===== src/rtl/matrix_mult_seq.sv =====
// matrix_mult_seq -- sequential integer matrix multiplier, R = A x B.
//
// One multiply-accumulate per clock. A start pulse in IDLE latches both
// operand matrices; the run then walks i (rows of A), j (columns of B) and
// k (inner dimension), finishing one R element every A_COLS cycles. When
// the last element is written, one extra cycle copies the working matrix
// to the result register and pulses done.
//
// Ports:
//   clk       clock, rising edge
//   rst       synchronous active-high reset
//   start     request a run (sampled only when idle)
//   a_in      A, row-major, A(0,0) in the MSBs
//   b_in      B, row-major, B(0,0) in the MSBs
//   busy      run in progress
//   done      one-cycle pulse, res valid from this cycle on
//   res       R, row-major, R(0,0) in the MSBs, low RES_W bits of each sum
//   overflow  some element of the last completed run did not fit in RES_W
module matrix_mult_seq #(
  parameter int A_ROWS = 3,
  parameter int A_COLS = 2,
  parameter int B_COLS = 3,
  parameter int ELEM_W = 8,
  parameter int RES_W  = 18,
  parameter bit SIGNED = 1'b0
) (
  input  logic                            clk,
  input  logic                            rst,
  input  logic                            start,
  input  logic [A_ROWS*A_COLS*ELEM_W-1:0] a_in,
  input  logic [A_COLS*B_COLS*ELEM_W-1:0] b_in,
  output logic                            busy,
  output logic                            done,
  output logic [A_ROWS*B_COLS*RES_W-1:0]  res,
  output logic                            overflow
);
  localparam int NA    = A_ROWS * A_COLS;
  localparam int NB    = A_COLS * B_COLS;
  localparam int NR    = A_ROWS * B_COLS;
  // Wide enough that the sum of A_COLS full products can never wrap.
  localparam int ACC_W = 2 * ELEM_W + $clog2(A_COLS) + 1;
  localparam int EXT_W = (ACC_W > RES_W) ? ACC_W : RES_W;
  localparam int IW    = (A_ROWS > 1) ? $clog2(A_ROWS) : 1;
  localparam int JW    = (B_COLS > 1) ? $clog2(B_COLS) : 1;
  localparam int KW    = (A_COLS > 1) ? $clog2(A_COLS) : 1;
  localparam int AIW   = (NA > 1) ? $clog2(NA) : 1;
  localparam int BIW   = (NB > 1) ? $clog2(NB) : 1;
  localparam int RIW   = (NR > 1) ? $clog2(NR) : 1;
  // All bits from the RES_W-1 sign position upward set (signed fit test).
  localparam logic [EXT_W-1:0] UPPER_ONES = {EXT_W{1'b1}} >> (RES_W - 1);

  typedef enum logic [1:0] {S_IDLE, S_MAC, S_DONE} state_t;

  state_t                r_state;
  state_t                w_state_next;

  logic [NA*ELEM_W-1:0]  r_a;
  logic [NB*ELEM_W-1:0]  r_b;
  logic [IW-1:0]         r_i;
  logic [JW-1:0]         r_j;
  logic [KW-1:0]         r_k;
  logic [ACC_W-1:0]      r_acc;
  logic [RES_W-1:0]      r_work [NR];
  logic                  r_ovf_work;
  logic [NR*RES_W-1:0]   r_res;
  logic                  r_overflow;
  logic                  r_done;

  logic [ELEM_W-1:0]     w_a_arr [NA];
  logic [ELEM_W-1:0]     w_b_arr [NB];
  logic [NR*RES_W-1:0]   w_work_flat;
  logic [AIW-1:0]        w_a_idx;
  logic [BIW-1:0]        w_b_idx;
  logic [RIW-1:0]        w_r_idx;
  logic                  w_i_last;
  logic                  w_j_last;
  logic                  w_k_last;
  logic [ELEM_W-1:0]     w_a_elem;
  logic [ELEM_W-1:0]     w_b_elem;
  logic [ACC_W-1:0]      w_a_ext;
  logic [ACC_W-1:0]      w_b_ext;
  logic [ACC_W-1:0]      w_prod;
  logic [ACC_W-1:0]      w_sum;
  logic [EXT_W-1:0]      w_sum_ext;
  logic [EXT_W-1:0]      w_upper;
  logic                  w_elem_ovf;

  // Unpack the latched operands and pack the working matrix; element 0
  // lives in the most significant slice.
  genvar gi;
  generate
    for (gi = 0; gi < NA; gi++) begin : g_a_unpack
      assign w_a_arr[gi] = r_a[(NA-1-gi)*ELEM_W +: ELEM_W];
    end
    for (gi = 0; gi < NB; gi++) begin : g_b_unpack
      assign w_b_arr[gi] = r_b[(NB-1-gi)*ELEM_W +: ELEM_W];
    end
    for (gi = 0; gi < NR; gi++) begin : g_work_pack
      assign w_work_flat[(NR-1-gi)*RES_W +: RES_W] = r_work[gi];
    end
  endgenerate

  // MAC datapath: product of A(i,k) and B(k,j), extended to the accumulator
  // width so a single ACC_W-bit multiply gives the exact result.
  always_comb begin
    w_a_idx  = AIW'(r_i * A_COLS + r_k);
    w_b_idx  = BIW'(r_k * B_COLS + r_j);
    w_r_idx  = RIW'(r_i * B_COLS + r_j);
    w_i_last = (r_i == IW'(A_ROWS - 1));
    w_j_last = (r_j == JW'(B_COLS - 1));
    w_k_last = (r_k == KW'(A_COLS - 1));
    w_a_elem = w_a_arr[w_a_idx];
    w_b_elem = w_b_arr[w_b_idx];
    if (SIGNED) begin
      w_a_ext = ACC_W'(signed'(w_a_elem));
      w_b_ext = ACC_W'(signed'(w_b_elem));
    end else begin
      w_a_ext = ACC_W'(w_a_elem);
      w_b_ext = ACC_W'(w_b_elem);
    end
    w_prod = w_a_ext * w_b_ext;
    w_sum  = r_acc + w_prod;
    if (SIGNED) begin
      w_sum_ext = EXT_W'(signed'(w_sum));
    end else begin
      w_sum_ext = EXT_W'(w_sum);
    end
    // Signed fit: everything from bit RES_W-1 up must be a pure sign run.
    w_upper = w_sum_ext >> (RES_W - 1);
    if (SIGNED) begin
      w_elem_ovf = (w_upper != '0) && (w_upper != UPPER_ONES);
    end else begin
      w_elem_ovf = (w_sum_ext >> RES_W) != '0;
    end
  end

  // FSM: state register
  always_ff @(posedge clk) begin
    if (rst) begin
      r_state <= S_IDLE;
    end else begin
      r_state <= w_state_next;
    end
  end

  // FSM: next-state logic
  always_comb begin
    w_state_next = r_state;
    case (r_state)
      S_IDLE:  if (start) w_state_next = S_MAC;
      S_MAC:   if (w_k_last && w_j_last && w_i_last) w_state_next = S_DONE;
      S_DONE:  w_state_next = S_IDLE;
      default: w_state_next = S_IDLE;
    endcase
  end

  // FSM: outputs
  always_comb begin
    busy     = (r_state != S_IDLE);
    done     = r_done;
    res      = r_res;
    overflow = r_overflow;
  end

  // Datapath registers
  always_ff @(posedge clk) begin
    if (rst) begin
      r_a        <= '0;
      r_b        <= '0;
      r_i        <= '0;
      r_j        <= '0;
      r_k        <= '0;
      r_acc      <= '0;
      r_ovf_work <= 1'b0;
      r_res      <= '0;
      r_overflow <= 1'b0;
      r_done     <= 1'b0;
      for (int n = 0; n < NR; n++) r_work[n] <= '0;
    end else begin
      r_done <= 1'b0;
      case (r_state)
        S_IDLE: begin
          if (start) begin
            r_a        <= a_in;
            r_b        <= b_in;
            r_i        <= '0;
            r_j        <= '0;
            r_k        <= '0;
            r_acc      <= '0;
            r_ovf_work <= 1'b0;
          end
        end
        S_MAC: begin
          if (w_k_last) begin
            r_work[w_r_idx] <= w_sum_ext[RES_W-1:0];
            r_ovf_work      <= r_ovf_work | w_elem_ovf;
            r_acc           <= '0;
            r_k             <= '0;
            if (w_j_last) begin
              r_j <= '0;
              r_i <= w_i_last ? '0 : r_i + 1'b1;
            end else begin
              r_j <= r_j + 1'b1;
            end
          end else begin
            r_acc <= w_sum;
            r_k   <= r_k + 1'b1;
          end
        end
        S_DONE: begin
          r_res      <= w_work_flat;
          r_overflow <= r_ovf_work;
          r_done     <= 1'b1;
        end
        default: ;
      endcase
    end
  end
endmodule


===== config.mk =====
export PLATFORM = sky130hd
export DESIGN_NAME = matrix_mult_seq
export DESIGN_NICKNAME = d
export VERILOG_FILES = /design/src/rtl/matrix_mult_seq.sv
export SDC_FILE = /design/constraint.sdc
export NUM_CORES = 1
export LEC_CHECK = 0
export ABC_AREA = 1
export BUFFER_PORTS_ARGS = -buffer_cell sky130_fd_sc_hd__buf_4
export CORE_ASPECT_RATIO = 0.8
export CORE_MARGIN = 10
export CORE_UTILIZATION = 52
export DETAILED_ROUTE_END_ITERATION = 8
export GPL_ROUTABILITY_DRIVEN = 0
export GPL_TIMING_DRIVEN = 0
export PLACE_DENSITY = 0.84
export SYNTH_ARGS = -nofsm -noshare
export SYNTH_HDL_FRONTEND = slang
export SYNTH_SLANG_ARGS = --single-unit

===== constraint.sdc =====
create_clock -name clk -period 6.2 [get_ports clk]
set_clock_uncertainty 0.1 [all_clocks]
set_input_delay 1.24 -clock clk [delete_from_list [all_inputs] [get_ports clk]]
set_output_delay 1.24 -clock clk [all_outputs]
set_load 0.005 [all_outputs]

### Word-level counts from Yosys, hierarchy flattened

Memories as Yosys holds them, arrays and structs flattened. A register that Yosys moved wholly into a read port is not among the register bits.
Cells that the tools add are included.

| word-level totals | value |
|---|---|
| output and inout bits | 165 |
| RAM bits | 162 |
| memories | 1 |
| bits in registers | 122 |
| bits of input ports | 99 |

Memory list:

| memory | depth | width | rd ports | clocked after memory_dff | wr ports | RTL line | text |
|---|---|---|---|---|---|---|---|
| r_work | 9 | 18 | 9 | 9 | 9 | 63 | `logic [RES_W-1:0] r_work [NR];` |

| cells by class | value |
|---|---|
| reductions and logical operators | 11 |
| mux-type cells | 33 |
| multipliers | 3 |
| bitwise operators | 2 |
| equal/unequal tests | 8 |
| magnitude comparators | 2 |
| $add $sub $neg | 7 |

Operators by type and width:

| cell | count |
|---|---|
| $mux W18 | 3 |
| $bmux W8 S3 | 2 |
| $pmux W18 S2 | 1 |
| $mux W8 | 4 |
| $add A18 B16 Y18 | 1 |
| $reduce_or A18 Y1 | 1 |
| $mul A8 B8 Y16 | 1 |
| $mux W2 | 8 |
| $pmux W2 S2 | 3 |
| $mux W1 | 10 |
| $ge A4 B4 Y1 const B | 2 |
| $ne A2 B2 Y1 const B | 4 |
| $not A3 Y4 | 2 |
| $eq A2 B2 Y1 const B | 3 |
| $reduce_and A2 Y1 | 3 |
| $add A2 B1 Y2 const B | 2 |
| $add A4 B2 Y4 | 1 |
| $mul A2 B2 Y4 const B | 1 |
| $mux W4 | 1 |
| $reduce_and A4 Y1 | 1 |
| $reduce_bool A2 Y1 | 2 |
| $add A3 B1 Y3 | 1 |
| $add A3 B2 Y3 | 1 |
| $mul A1 B2 Y3 const B | 1 |
| 6 further kinds | 7 |

### Logic depth before layout (Yosys ltp)

Gate-level depths: netlist of the first run.

| depth | value |
|---|---|
| depth after elaboration | 10 |
| gate-level depth with buffers | 29 |
| depth with buffers taken out | 27 |

### Least setup slack after synthesis of the first run

OpenSTA, ideal clock, no wires.

| timing path | value |
|---|---|
| path type | register to register |
| start point | register r_k |
| end point | memory r_work[8][16] (data pin) |
| required time | 5.834 ns |
| arrival time | 5.379 ns |
| cell stages (with the launch flop) | 28 |
| path slack | 0.455 ns |
| library setup time | 0.266 ns |
| cells stage by stage | dfxtp_1 > buf_4 > inv_1 > buf_4 > fa_1 > inv_1 > buf_2 > nor2_1 > o221ai_1 > o21ai_1 > inv_1 > nand2_1 > fa_1 > fa_1 > inv_1 > fa_1 > inv_1 > fa_1 > inv_1 > ha_1 > nand2_1 > inv_1 > nand2_1 > nand3_1 > nand2_1 > nand3_1 > nand2_1 > nor2_1 |

RTL lines:

| item | RTL line | text |
|---|---|---|
| start, declared | 61 | `logic [KW-1:0] r_k;` |
| start signal, assigned | 207 | `r_k <= r_k + 1'b1;` |
| end, declared | 63 |  |

==> key figures, run 1 <==
Floorplanning
  • Initial Util: 52.4%
  • CORE AREA: 0.0369 mm2
  • IO Count: 264
  • Die Height: 192 um
  • Row count: 63
  • Die footprint: 0.0453 mm2
  • Die W: 236 um

GRT
  • Vias in the first global route: 16.9k
  • Total GRT Usage: 25.1%
  • Largest net degree at the start of global routing: 19
  • Antenna violations before repair: 2
  • M3 GR Usage: 5.78%
  • Grt ovf: 0
  • Met2 usage: 41.0%
  • First-pass GRT wire length: 90800 um
  • GRT busiest layer: met2
  • Met1 Resource Use GR: 31.7%

Logic synthesis
  • Synth cell types: 33
  • Syn nets: 2413
  • Main area contributors after synthesis: dfxtp_1 (29%), edfxtp_1 (25%), nor2_1 (15%), o21ai_0 (7.5%), fa_1 (5.5%)
  • Most frequent cell after synthesis: nor2_1
  • Post-synth EDFFs: 162
  • Post-synth top cells: nor2_1 (785), o21ai_0 (289), dfxtp_1 (284)
  • Flop and latch count out of synthesis: 446
  • Area leader, netlist: dfxtp_1
  • Cells after Synth: 2215
  • Seq/Total Area, Yosys: 54.6%
  • Ys async rst share: 0%
  • Post-synth top area share: 29.4%
  • Main synth FF type: dfxtp_1
  • Ys Warns: 0
  • Mapped cell area: 0.0193 mm2
  • Post-synthesis average cell area: 8.73 um2

Power
  • Register share of total power: 28.2%
  • Clock share of power: 23.6%
  • Lkg Pwr: 0.0114 uW
  • Logic pwr share: 48.2%
  • Psw: 5050 uW
  • Pwr dens: 466 mW/mm2
  • Pint: 6420 uW
  • Peak supply drop: 0.000709 V
  • Net Sw Frac: 44.0%
  • Overall Power: 11500 uW

Critical path
  • R2R Path End: r_work[8][14]
  • Setup crit start kind: flip-flop
  • Crit Reg-Reg Startpoint: r_k
  • WP data required: 6.39 ns
  • Critical Path Source: r_k
  • CP Data Arrival Time: 6.64 ns
  • Setup slack, reg-to-reg: -0.25 ns
  • Crit Path Max Fanout: 8
  • Setup crit end: r_work[8][14]
  • Register-to-Register Path Depth: 25
  • Setup CP Type: flip-flop to flip-flop
  • Crit end category: flip-flop

Timing
  • Slew @ Worst Pin: 1.10 ns
  • Max transition margin: 26.0%
  • Tcrit/Tclk final: 104%
  • Fin. max-slew vios: 0
  • Final setup fails: 82
  • Final Critical Period: 6.45 ns
  • Achievable frequency: 155 MHz
  • Final hold violations: 0
  • Final worst slack: -0.247 ns
  • Setup tns final: -6.54 ns

Clocking
  • CTS buffer count: 43
  • Worst-Skew Late Latency: 0.57 ns
  • Clk buf depth: 3
  • H-tree lvl count: 2
  • CTS tree: yes
  • Worst-path clk slew: 0.07 ns
  • # hold bufs at CTS: 0
  • Sink Count: 446
  • Root Driver: clkbuf_16

Drt
  • Avg WL per Cell: 20.6 um
  • DR iter-0 viols: 2542
  • Final ANT Viol Nets: 0
  • DRT Pass-1 Iters: 8
  • Via density per instance: 5.72
  • Total Routed Length: 64000 um
  • # DRC: 0
  • Vias: 17.7k

Finish
  • Fin area: 0.0246 mm2
  • P&R area growth vs syn: 27.5%
  • Layout cells sized above 1: 21.4%
  • Post-layout util: 66.8%
  • Fin nets: 2778

Worst hold path
  • HP Class: flip-flop to flip-flop
  • Hold path start: r_acc[13]

Run status
  • Status: complete, but fails checks
  • Failing checks: setup timing

Place
  • Place WS: -0.835 ns
  • Placed cell area: 0.0219 mm2
  • HPWL after DPL: 40900 um
  • IO buf count: 261

Run
  • MaxCap Viol Count: 0
==> per-stage QoR <==
stage / hold WS [ns] / instances
global route: 0.378 / 3102
floorplan: 0.340 / 2215
global placement: 0.351 / 2963
CTS: 0.367 / 3062
finish: 0.370 / 3102
detailed placement: 0.357 / 2963
==> state kept, by name (all words and copies together), names as in the netlist <==
register / flops
r_j: 2
r_acc: 18
r_k: 1
r_b: 48
r_a: 48
r_i: 2
res: 162
r_work: 162
r_state: 2
done: 1
==> worst max-delay path: stages, from the launching register on <==
cell and delay, ns:
dfxtp_2 0.34, buf_6 0.15, clkinvlp_4 0.15, buf_8 0.16
fa_2 0.56, buf_12 0.14, buf_8 0.11, o21ai_0 0.11
o221ai_2 0.32, o21ai_4 0.14, buf_4 0.18, nor2_2 0.10
fa_1 0.47, fa_2 0.51, fa_1 0.55, inv_1 0.06
fa_1 0.53, inv_1 0.09, ha_4 0.33, nand2_1 0.11
nor2_1 0.22, nand3_1 0.20, nand3_1 0.20, nand2_4 0.13
nand2_8 0.15, nor2_1 0.06
==> logic make-up after synthesis <==
group | share of synthesized area (%)
other | 0.0194
xor gates and xnor gates | 0.363
AOI/OAI and AO/OA | 10.0
adders and majority gates | 8.47
DFF | 54.6
and+or+nand+nor | 20.2
buffers and inverters | 6.36
==> cell usage in the layout, fill, tap and decap left out, types with 4 or more instances in the layout <==
| master | instances |
|---|---|
| a21oi_1 | 34 |
| buf_2 | 21 |
| buf_4 | 303 |
| buf_6 | 16 |
| clkbuf_1 | 81 |
| clkbuf_16 | 50 |
| clkbuf_8 | 9 |
| clkinv_1 | 8 |
| clkinv_2 | 9 |
| clkinv_4 | 4 |
| dfxtp_1 | 283 |
| edfxtp_1 | 162 |
| fa_1 | 48 |
| fa_2 | 5 |
| ha_1 | 37 |
| ha_4 | 7 |
| inv_1 | 158 |
| inv_2 | 12 |
| inv_4 | 6 |
| nand2_1 | 130 |
| nand2_2 | 15 |
| nand2_4 | 24 |
| nand2_8 | 9 |
| nand3_1 | 13 |
| nor2_1 | 766 |
| nor2_2 | 19 |
| nor2_4 | 4 |
| o21ai_0 | 283 |
| o21ai_1 | 25 |
| o21ai_2 | 5 |
| o221ai_1 | 11 |
| o221ai_2 | 6 |
| xor2_4 | 4 |
==> power groups by stage <==
stage | Combinational [uW] | Clock (uW) | Sequential (uW)
after global routing | 5680 | 2810 | 3250
after floorplan | 2030 | 0 | 3270
final | 5530 | 2710 | 3240
after CTS | 4170 | 2700 | 3240
after global placement | 3340 | 0 | 3290
after detailed placement | 3440 | 0 | 3300
==> how the worst min path moves through the flow <==
stage | endpoint | slack (ns) | cells past startpoint
2_1_floorplan | r_acc[1] | 0.34 | 2
3_3_place_gp | r_acc[5] | 0.35 | 2
3_5_place_dp | r_acc[2] | 0.36 | 2
4_1_cts | r_acc[2] | 0.37 | 2
5_1_grt | r_acc[13] | 0.38 | 2
6_report | r_acc[13] | 0.37 | 2
==> per-layer routing <==
metal	part of all wire (%)	routed length, um
met1	37	23600
met2	45	29000
met3	13	8020
met4	5.3	3390
met5	0.011	7
==> layout make-up <==
class	count	area, um2
flip-flops and latches	446	10600
repair buffers	311	2410
fillers	2552	12300
diodes	1	2.50
well taps	487	609
clock inverters	13	91.3
multi-input cells	1476	8270
plain buffers	113	571
clock buffers	66	1380
inverters	186	733
repair inverters	3	21.3
==> what timing repair did <==
action | CTS | global route
setup buffers | 16 | 32
pin swaps | 13 | 61
gates resized for setup | 69 | 125
cloned | 4 | 7
endpoints found under the setup margin | 138 | 128
No activity file was read; power rests on OpenSTA's default activity.
==> run 2, diff against run 1 <==
--- a/config.mk
+++ b/config.mk
@@ -6,14 +6,14 @@
 export NUM_CORES = 1
 export LEC_CHECK = 0
 export ABC_AREA = 1
-export BUFFER_PORTS_ARGS = -buffer_cell sky130_fd_sc_hd__buf_4
 export CORE_ASPECT_RATIO = 0.8
 export CORE_MARGIN = 10
-export CORE_UTILIZATION = 52
+export CORE_UTILIZATION = 54
 export DETAILED_ROUTE_END_ITERATION = 8
+export DONT_BUFFER_PORTS = 1
 export GPL_ROUTABILITY_DRIVEN = 0
 export GPL_TIMING_DRIVEN = 0
-export PLACE_DENSITY = 0.84
+export PLACE_DENSITY = 0.71
 export SYNTH_ARGS = -nofsm -noshare
 export SYNTH_HDL_FRONTEND = slang
 export SYNTH_SLANG_ARGS = --single-unit
==> run 2 against run 1 <==
Largest cell class unchanged. Combinational power is 14% lower. The flow now finishes without violations. Critical path depth is 4 higher. Global-route usage is 0.69 points lower.
==> key figures, run 2 (synthesized netlist as in run 1, its figures left out) <==
Run status
  • Status: finished clean

Finish
  • Fin nets: 2501 (-10%)
  • Reg area: 0.0106 mm2 (about the same)
  • Most frequent cells in the layout: nor2_1 (771), dfxtp_1 (282), o21ai_0 (279)
  • Ant diodes: 0 (-1)
  • Layout fillers: 2782 (+9.0%)
  • Commonest non-fill, non-tap cell in the layout: nor2_1
  • Layout cells sized above 1: 11.0% (-10 points)
  • P&R area growth vs syn: 15.3%
  • Area of the multi-input gates: 0.00810 mm2 (-2.1%)

Drt
  • DR iter-0 viols: 1726 (-32%)
  • # DRC: 0 (unchanged)
  • Final ANT Viol Nets: 0 (unchanged)
  • DRT Pass-1 Iters: 6 (-2)
  • Total Routed Length: 56900 um (-11%)
  • Avg WL per Cell: 20.3 um (-1.8%)
  • Via density per instance: 5.58 (-2.4%)
  • Vias: 15.7k (-12%)

Worst hold path
  • Depth of the worst hold-timing path: 2 (unchanged)
  • Hold-critical path endpoint: r_acc[3]
  • Hold path start: r_acc[3]
  • HP Class: flip-flop to flip-flop

Power
  • Pwr dens: 481 mW/mm2 (+3.2%)
  • Lkg Pwr: 0.00989 uW (-13%)
  • Peak supply drop: 0.000806 V (+14%)

Critical path
  • Setup slack, reg-to-reg: 0.11 ns (+0.35 ns)
  • Crit Reg-Reg Startpoint: r_k
  • Highest-delay cell along the critical path: fa_2
  • Crit-path leading delay family: adder cells
  • Max stage delay on crit path: 0.67 ns (+0.11 ns)
  • WP data required: 6.40 ns (about the same)
  • Crit end category: flip-flop
  • Setup CP Type: flip-flop to flip-flop
  • R2R Path End: r_work[8][12]
  • Setup crit start kind: flip-flop
  • Worst Path Buf+Inv: 10 (+2)
  • Crit Path Max Fanout: 10 (+2)
  • CP Data Arrival Time: 6.30 ns (-0.34 ns)
  • Register-to-Register Path Depth: 29 (+16%)

Run
  • MaxCap Viol Count: 0 (unchanged)

GRT
  • Vias in the first global route: 15.1k (-11%)
  • Largest net degree at the start of global routing: 19 (unchanged)
  • Grt ovf: 0 (unchanged)
  • Antenna violations before repair: 0 (-2)
  • Total GRT Usage: 24.4% (-0.69 points)
  • First-pass GRT wire length: 84000 um (-7.5%)

Clocking
  • H-tree lvl count: 2 (unchanged)
  • Root Driver: clkbuf_16
  • CTS buffer count: 43 (unchanged)
  • CTS tree: yes
  • Worst-path clk slew: 0.07 ns (about the same)
  • Clk buf depth: 3 (unchanged)
  • Worst-Skew Late Latency: 0.56 ns (about the same)
  • Sink Count: 446 (unchanged)

Timing
  • Slew @ Worst Pin: 0.774 ns (-0.325 ns)
  • Final setup fails: 0 (-100%)
  • Setup tns final: 0 ns (+6.54 ns)
  • Tcrit/Tclk final: 98.3% (-5.7 points)
  • Final Critical Period: 6.09 ns (-0.354 ns)
  • Achievable frequency: 164 MHz (+5.8%)
  • Max transition margin: 48.1% (+22 points)
  • Final hold violations: 0 (unchanged)
  • Worst hold margin: 0.369 ns (-0.000686 ns)
  • RSZ-0062 raised after global routing: yes
  • Fin. max-slew vios: 0 (unchanged)

Floorplanning
  • Die W: 232 um (-1.7%)
  • Die footprint: 0.0438 mm2 (-3.4%)
  • IO Count: 264 (unchanged)
  • CORE AREA: 0.0350 mm2 (-5.0%)
  • Initial Util: 55.2% (+2.8 points)
  • Row count: 61 (-3.2%)
  • Die Height: 189 um (-1.7%)

Place
  • IO buf count: 0 (-100%)
  • HPWL after DPL: 38900 um (-4.9%)
[run 2: cell types whose count changed in the layout (fill, tap and decap cells not counted), sizes merged]
cell / change
bufinv: +5
buf: -273
clkbuf: -14
diode: -1
inv: -1
clkinv: +3
clkinvlp: +1
[run 2: repair_timing]
item	CTS	global route
hold buffers	0	0
setup endpoints to repair	137	137
setup buffers	12	24
gates cloned	1	5
pin swaps	9	32
gates resized for setup	48	100
hold endpoints to repair	0	0
[run 2: power by group]
| part | switching [uW] | internal (uW) |
|---|---|---|
| Combinational | 3200 | 1570 |
| Sequential | 70.2 | 3170 |
| Clock | 1140 | 1570 |
| Total | 4410 | 6300 |
[run 2: how the worst max path moves through the flow]
stage	depth (start not counted)	end	slack (ns)	from
after floorplan	27	r_work[8][16]	0.45	r_k
after global placement	22	r_work[4][6]	-0.90	r_k
after detailed placement	27	r_work[4][16]	-0.83	r_k
after CTS	24	r_work[3][6]	-0.01	r_k
after global routing	29	r_work[1][17]	-0.12	r_k
final	29	r_work[8][12]	0.11	r_k
[run 2: through the flow]
step	cells	total power [uW]	utilization, %	setup WS, ns	instance area [um2]
global route	2807	11100	63.6	-0.120	22300
detailed placement	2688	6670	56.9	-0.830	19900
global placement	2687	6600	56.9	-0.896	19900
CTS	2778	9830	61.9	-0.0119	21700
finish	2807	10700	63.6	0.106	22300
floorplan	2215	5300	-	0.455	19300
[run 2: cell type report]
| type | count | area share [%] |
|---|---|---|
| inverter | 186 | 3.21 |
| buffer | 113 | 2.51 |
| sequential | 446 | 47.4 |
| clock inverter | 24 | 1.13 |
| multi-input combinational | 1476 | 36.4 |
| tap | 472 | 2.65 |
| clock buffer | 53 | 5.32 |
| timing repair buffer | 37 | 1.45 |
[run 2: worst register-to-register path: cells and delay by family, from the launching register on]
| family | cells | cell delay (ns) |
|---|---|---|
| buffers and inverters | 10 | 1.04 |
| flip-flops | 1 | 0.33 |
| AND/OR/NAND/NOR | 10 | 0.99 |
| AO/OA/AOI/OAI | 3 | 0.46 |
| adder cells (fa/ha/maj) | 6 | 2.92 |
[run 2: layer usage]
layer  vias to the layer above  part of all wire, %  track usage [%]
met3                       129                   12             6.99
met2                       743                   44             37.5
met4                         0                  3.4             8.79
met5                         -                    0                0
met1                      7526                   40             32.3
li1                       7268                    -                -
==> run 3, diff against run 2 <==
--- a/config.mk
+++ b/config.mk
@@ -5,7 +5,6 @@
 export SDC_FILE = /design/constraint.sdc
 export NUM_CORES = 1
 export LEC_CHECK = 0
-export ABC_AREA = 1
 export CORE_ASPECT_RATIO = 0.8
 export CORE_MARGIN = 10
 export CORE_UTILIZATION = 54
==> run 3 against run 2 <==
The run now ends with setup timing left. Critical path type unchanged. Area after synthesis fell by 2.3%. Die area fell by 2.1%. Synthesized cell count fell by 9.4%. Fmax fell by 10%. Worst setup slack got worse by 0.71 ns. Register-to-register slack got worse by 0.71 ns. Non-clock buffer count rose by 42. First-iteration DRC count fell by 25%.
==> key figures, run 3 <==
Clocking
  • Sink Count: 446 (unchanged)
  • Root Driver: clkbuf_16
  • # hold bufs at CTS: 0 (unchanged)
  • CTS tree: yes
  • Worst-path clk slew: 0.06 ns (about the same)
  • Worst-Skew Late Latency: 0.56 ns (about the same)
  • Clk buf depth: 3 (unchanged)
  • H-tree lvl count: 2 (unchanged)
  • CTS buffer count: 43 (unchanged)

Floorplanning
  • Die Height: 187 um (-1.0%)
  • Die footprint: 0.0429 mm2 (-2.1%)
  • Row count: 61 (unchanged)
  • Die W: 229 um (-1.1%)
  • Initial Util: 54.5% (-0.69 points)
  • CORE AREA: 0.0347 mm2 (-1.1%)
  • IO Count: 264 (unchanged)

Drt
  • Routed wl met2: 26100 um (+3.9%)
  • WL met1: 21900 um (-4.4%)
  • DR iter-0 viols: 1301 (-25%)
  • Total Routed Length: 55400 um (-2.6%)
  • Final ANT Viol Nets: 0 (unchanged)
  • # DRC: 0 (unchanged)
  • Max layer used: met4
  • WL met3: 5460 um (-20%)
  • Via density per instance: 5.57 (-0.18%)
  • DRT Pass-1 Iters: 5 (-1)
  • Avg WL per Cell: 21.0 um (+3.6%)
  • Vias: 14.7k (-6.2%)

Run
  • MaxCap Viol Count: 0 (unchanged)

Logic synthesis
  • Ys async rst share: 0% (unchanged)
  • Post-synthesis average cell area: 9.41 um2 (+7.8%)
  • Synth cell types: 50 (+52%)
  • Post-synth EDFFs: 162 (unchanged)
  • Ys Warns: 0 (unchanged)
  • Area leader, netlist: dfxtp_1
  • Flop and latch count out of synthesis: 446 (unchanged)
  • Main area contributors after synthesis: dfxtp_1 (30%), edfxtp_1 (26%), nand2_1 (11%), a21oi_1 (7.6%), fa_1 (5.6%)
  • Syn nets: 2205 (-8.6%)
  • Most frequent cell after synthesis: nand2_1
  • Seq/Total Area, Yosys: 55.9% (+1.3 points)
  • Main synth FF type: dfxtp_1
  • Mapped cell area: 0.0189 mm2 (-2.3%)
  • Cells after Synth: 2007 (-9.4%)
  • Post-synth top cells: nand2_1 (556), a21oi_1 (288), dfxtp_1 (284)
  • Post-synth top area share: 30.1% (+0.70 points)

Critical path
  • Crit Path Max Fanout: 5 (-5)
  • Crit end category: flip-flop
  • Setup crit start kind: flip-flop
  • WP data required: 6.39 ns (about the same)
  • CP Data Arrival Time: 6.99 ns (+0.69 ns)
  • Setup CP Type: flip-flop to flip-flop

Power
  • Lkg Pwr: 0.00809 uW (-18%)
  • Overall Power: 6500 uW (-39%)
  • Pwr dens: 286 mW/mm2 (-41%)
  • Peak supply drop: 0.000174 V (-78%)

Run status
  • Status: complete, but fails checks
  • Failing checks: setup timing

GRT
  • Grt ovf: 0 (unchanged)
  • First-pass GRT wire length: 82000 um (-2.3%)
  • Total GRT Usage: 24.4% (about the same)
  • Antenna violations before repair: 0 (unchanged)
  • Largest net degree at the start of global routing: 19 (unchanged)
  • Vias in the first global route: 14.3k (-5.2%)

Finish
  • Post-layout util: 65.8% (+2.2 points)
  • Fin nets: 2329 (-6.9%)
  • Most frequent cells in the layout: nand2_1 (554), dfxtp_1 (282), a21oi_1 (270)
  • Ant diodes: 0 (unchanged)
  • Commonest non-fill, non-tap cell in the layout: nand2_1
  • Layout cells sized above 1: 15.8% (+4.7 points)
  • P&R area growth vs syn: 20.7%
  • Non-filler cells in the finished layout: 2638 (-6.0%)

Timing
  • Final hold violations: 0 (unchanged)
  • RSZ-0062 raised after global routing: yes
  • Final worst slack: -0.606 ns (-0.713 ns)
  • Slew @ Worst Pin: 0.880 ns (+0.106 ns)
  • Max transition margin: 41.3% (-6.8 points)
  • Final Critical Period: 6.81 ns (+0.713 ns)
  • Tcrit/Tclk final: 110% (+11 points)
  • Achievable frequency: 147 MHz (-10%)
  • Final setup fails: 89 (+89)
  • Fin. max-slew vios: 0 (unchanged)
  • Worst hold margin: 0.349 ns (-0.0201 ns)

Worst hold path
  • HP Class: flip-flop to flip-flop

Place
  • Placed cell count: 2486 (-7.5%)
  • HPWL after DPL: 36900 um (-5.1%)
  • IO buf count: 0 (unchanged)
[run 3: changes by cell type in the layout (fill, tap and decap cells not counted), sizes merged, moves of 17 or more]
| cell | before | now |
|---|---|---|
| inv | 177 | 111 |
| o221ai | 17 | 0 |
| a21oi | 37 | 288 |
| clkbuf | 128 | 152 |
| o21ai | 316 | 18 |
| nor2 | 792 | 237 |
| nand2 | 178 | 556 |
| buf | 75 | 93 |
| mux2i | 0 | 18 |
| nand2b | 0 | 21 |
[run 3: worst paths after layout]
| kind | start | endpoint | slack [ns] | cells after the start |
|---|---|---|---|---|
| worst max-delay path | r_k | r_work[1][11] | -0.61 | 24 |
| worst min-delay path | r_acc[14] | r_acc[14] | 0.35 | 2 |
| worst max register to register | r_k | r_work[1][11] | -0.61 | 24 |
| worst min register to register | r_acc[14] | r_acc[14] | 0.35 | 2 |
[run 3: routing by layer]
layer | global-route usage (%) | vias up
met1 | 31.4 | 7088
met5 | 0 | -
met3 | 7.15 | 142
met4 | 7.65 | 0
li1 | - | 6799
met2 | 39.1 | 668
[run 3: critical path: stages, from the launching register on]
cell and delay [ns]:
dfxtp_2 0.35, buf_6 0.11, buf_12 0.10, inv_6 0.03, fa_2 0.58, buf_6 0.16, mux4_2 0.55, a21oi_4 0.22
buf_6 0.15, nor2_4 0.03, fa_1 0.60, fa_1 0.44, fa_1 0.55, inv_2 0.05, fa_1 0.55, inv_2 0.05
ha_4 0.22, and3_4 0.14, a221o_2 0.43, buf_6 0.17, a21o_4 0.24, a21oi_4 0.23, xor2_4 0.22, buf_8 0.19
nor2_1 0.05
[run 3: area by class of cell]
type,count,area [um2]
buffer,110,455
tap,472,591
multi-input combinational,1333,8350
fill,2661,11900
sequential,446,10600
inverter,115,437
clock inverter,27,278
clock buffer,53,1200
timing repair buffer,82,920
[run 3: cell families after synthesis]
| family | after synthesis | synth area share (%) |
|---|---|---|
| buf+inv | 228 | 4.60 |
| fa+ha+maj | 99 | 8.67 |
| other cells | 1 | 0.0199 |
| xor+xnor | 11 | 0.709 |
| mux | 36 | 2.98 |
| flops | 446 | 55.9 |
| simple gates | 855 | 17.8 |
| compound gates | 331 | 9.29 |
[run 3: report_power, final]
| part | total (uW) | internal, uW | switching [uW] |
|---|---|---|---|
| sequential | 3140 | 3110 | 35.0 |
| combinational | 644 | 238 | 406 |
| clock | 2720 | 1590 | 1130 |
[run 3: what timing repair did]
item,4_1_cts,5_1_grt
setup buffers,53,22
resized for setup,131,110
setup endpoints to repair,118,120
pin swaps,52,37
cloned,3,0
[run 3: per-stage QoR]
step           setup slack, ns  setup TNS, ns  area (um2)
6_report                -0.606         -34.02       22800
5_1_grt                 -0.718         -44.47       22800
4_1_cts                 -0.424         -17.85       22300
3_5_place_dp             -1.21         -84.01       19800
3_3_place_gp             -1.59        -126.38       19600
2_1_floorplan          0.00485              0       19000
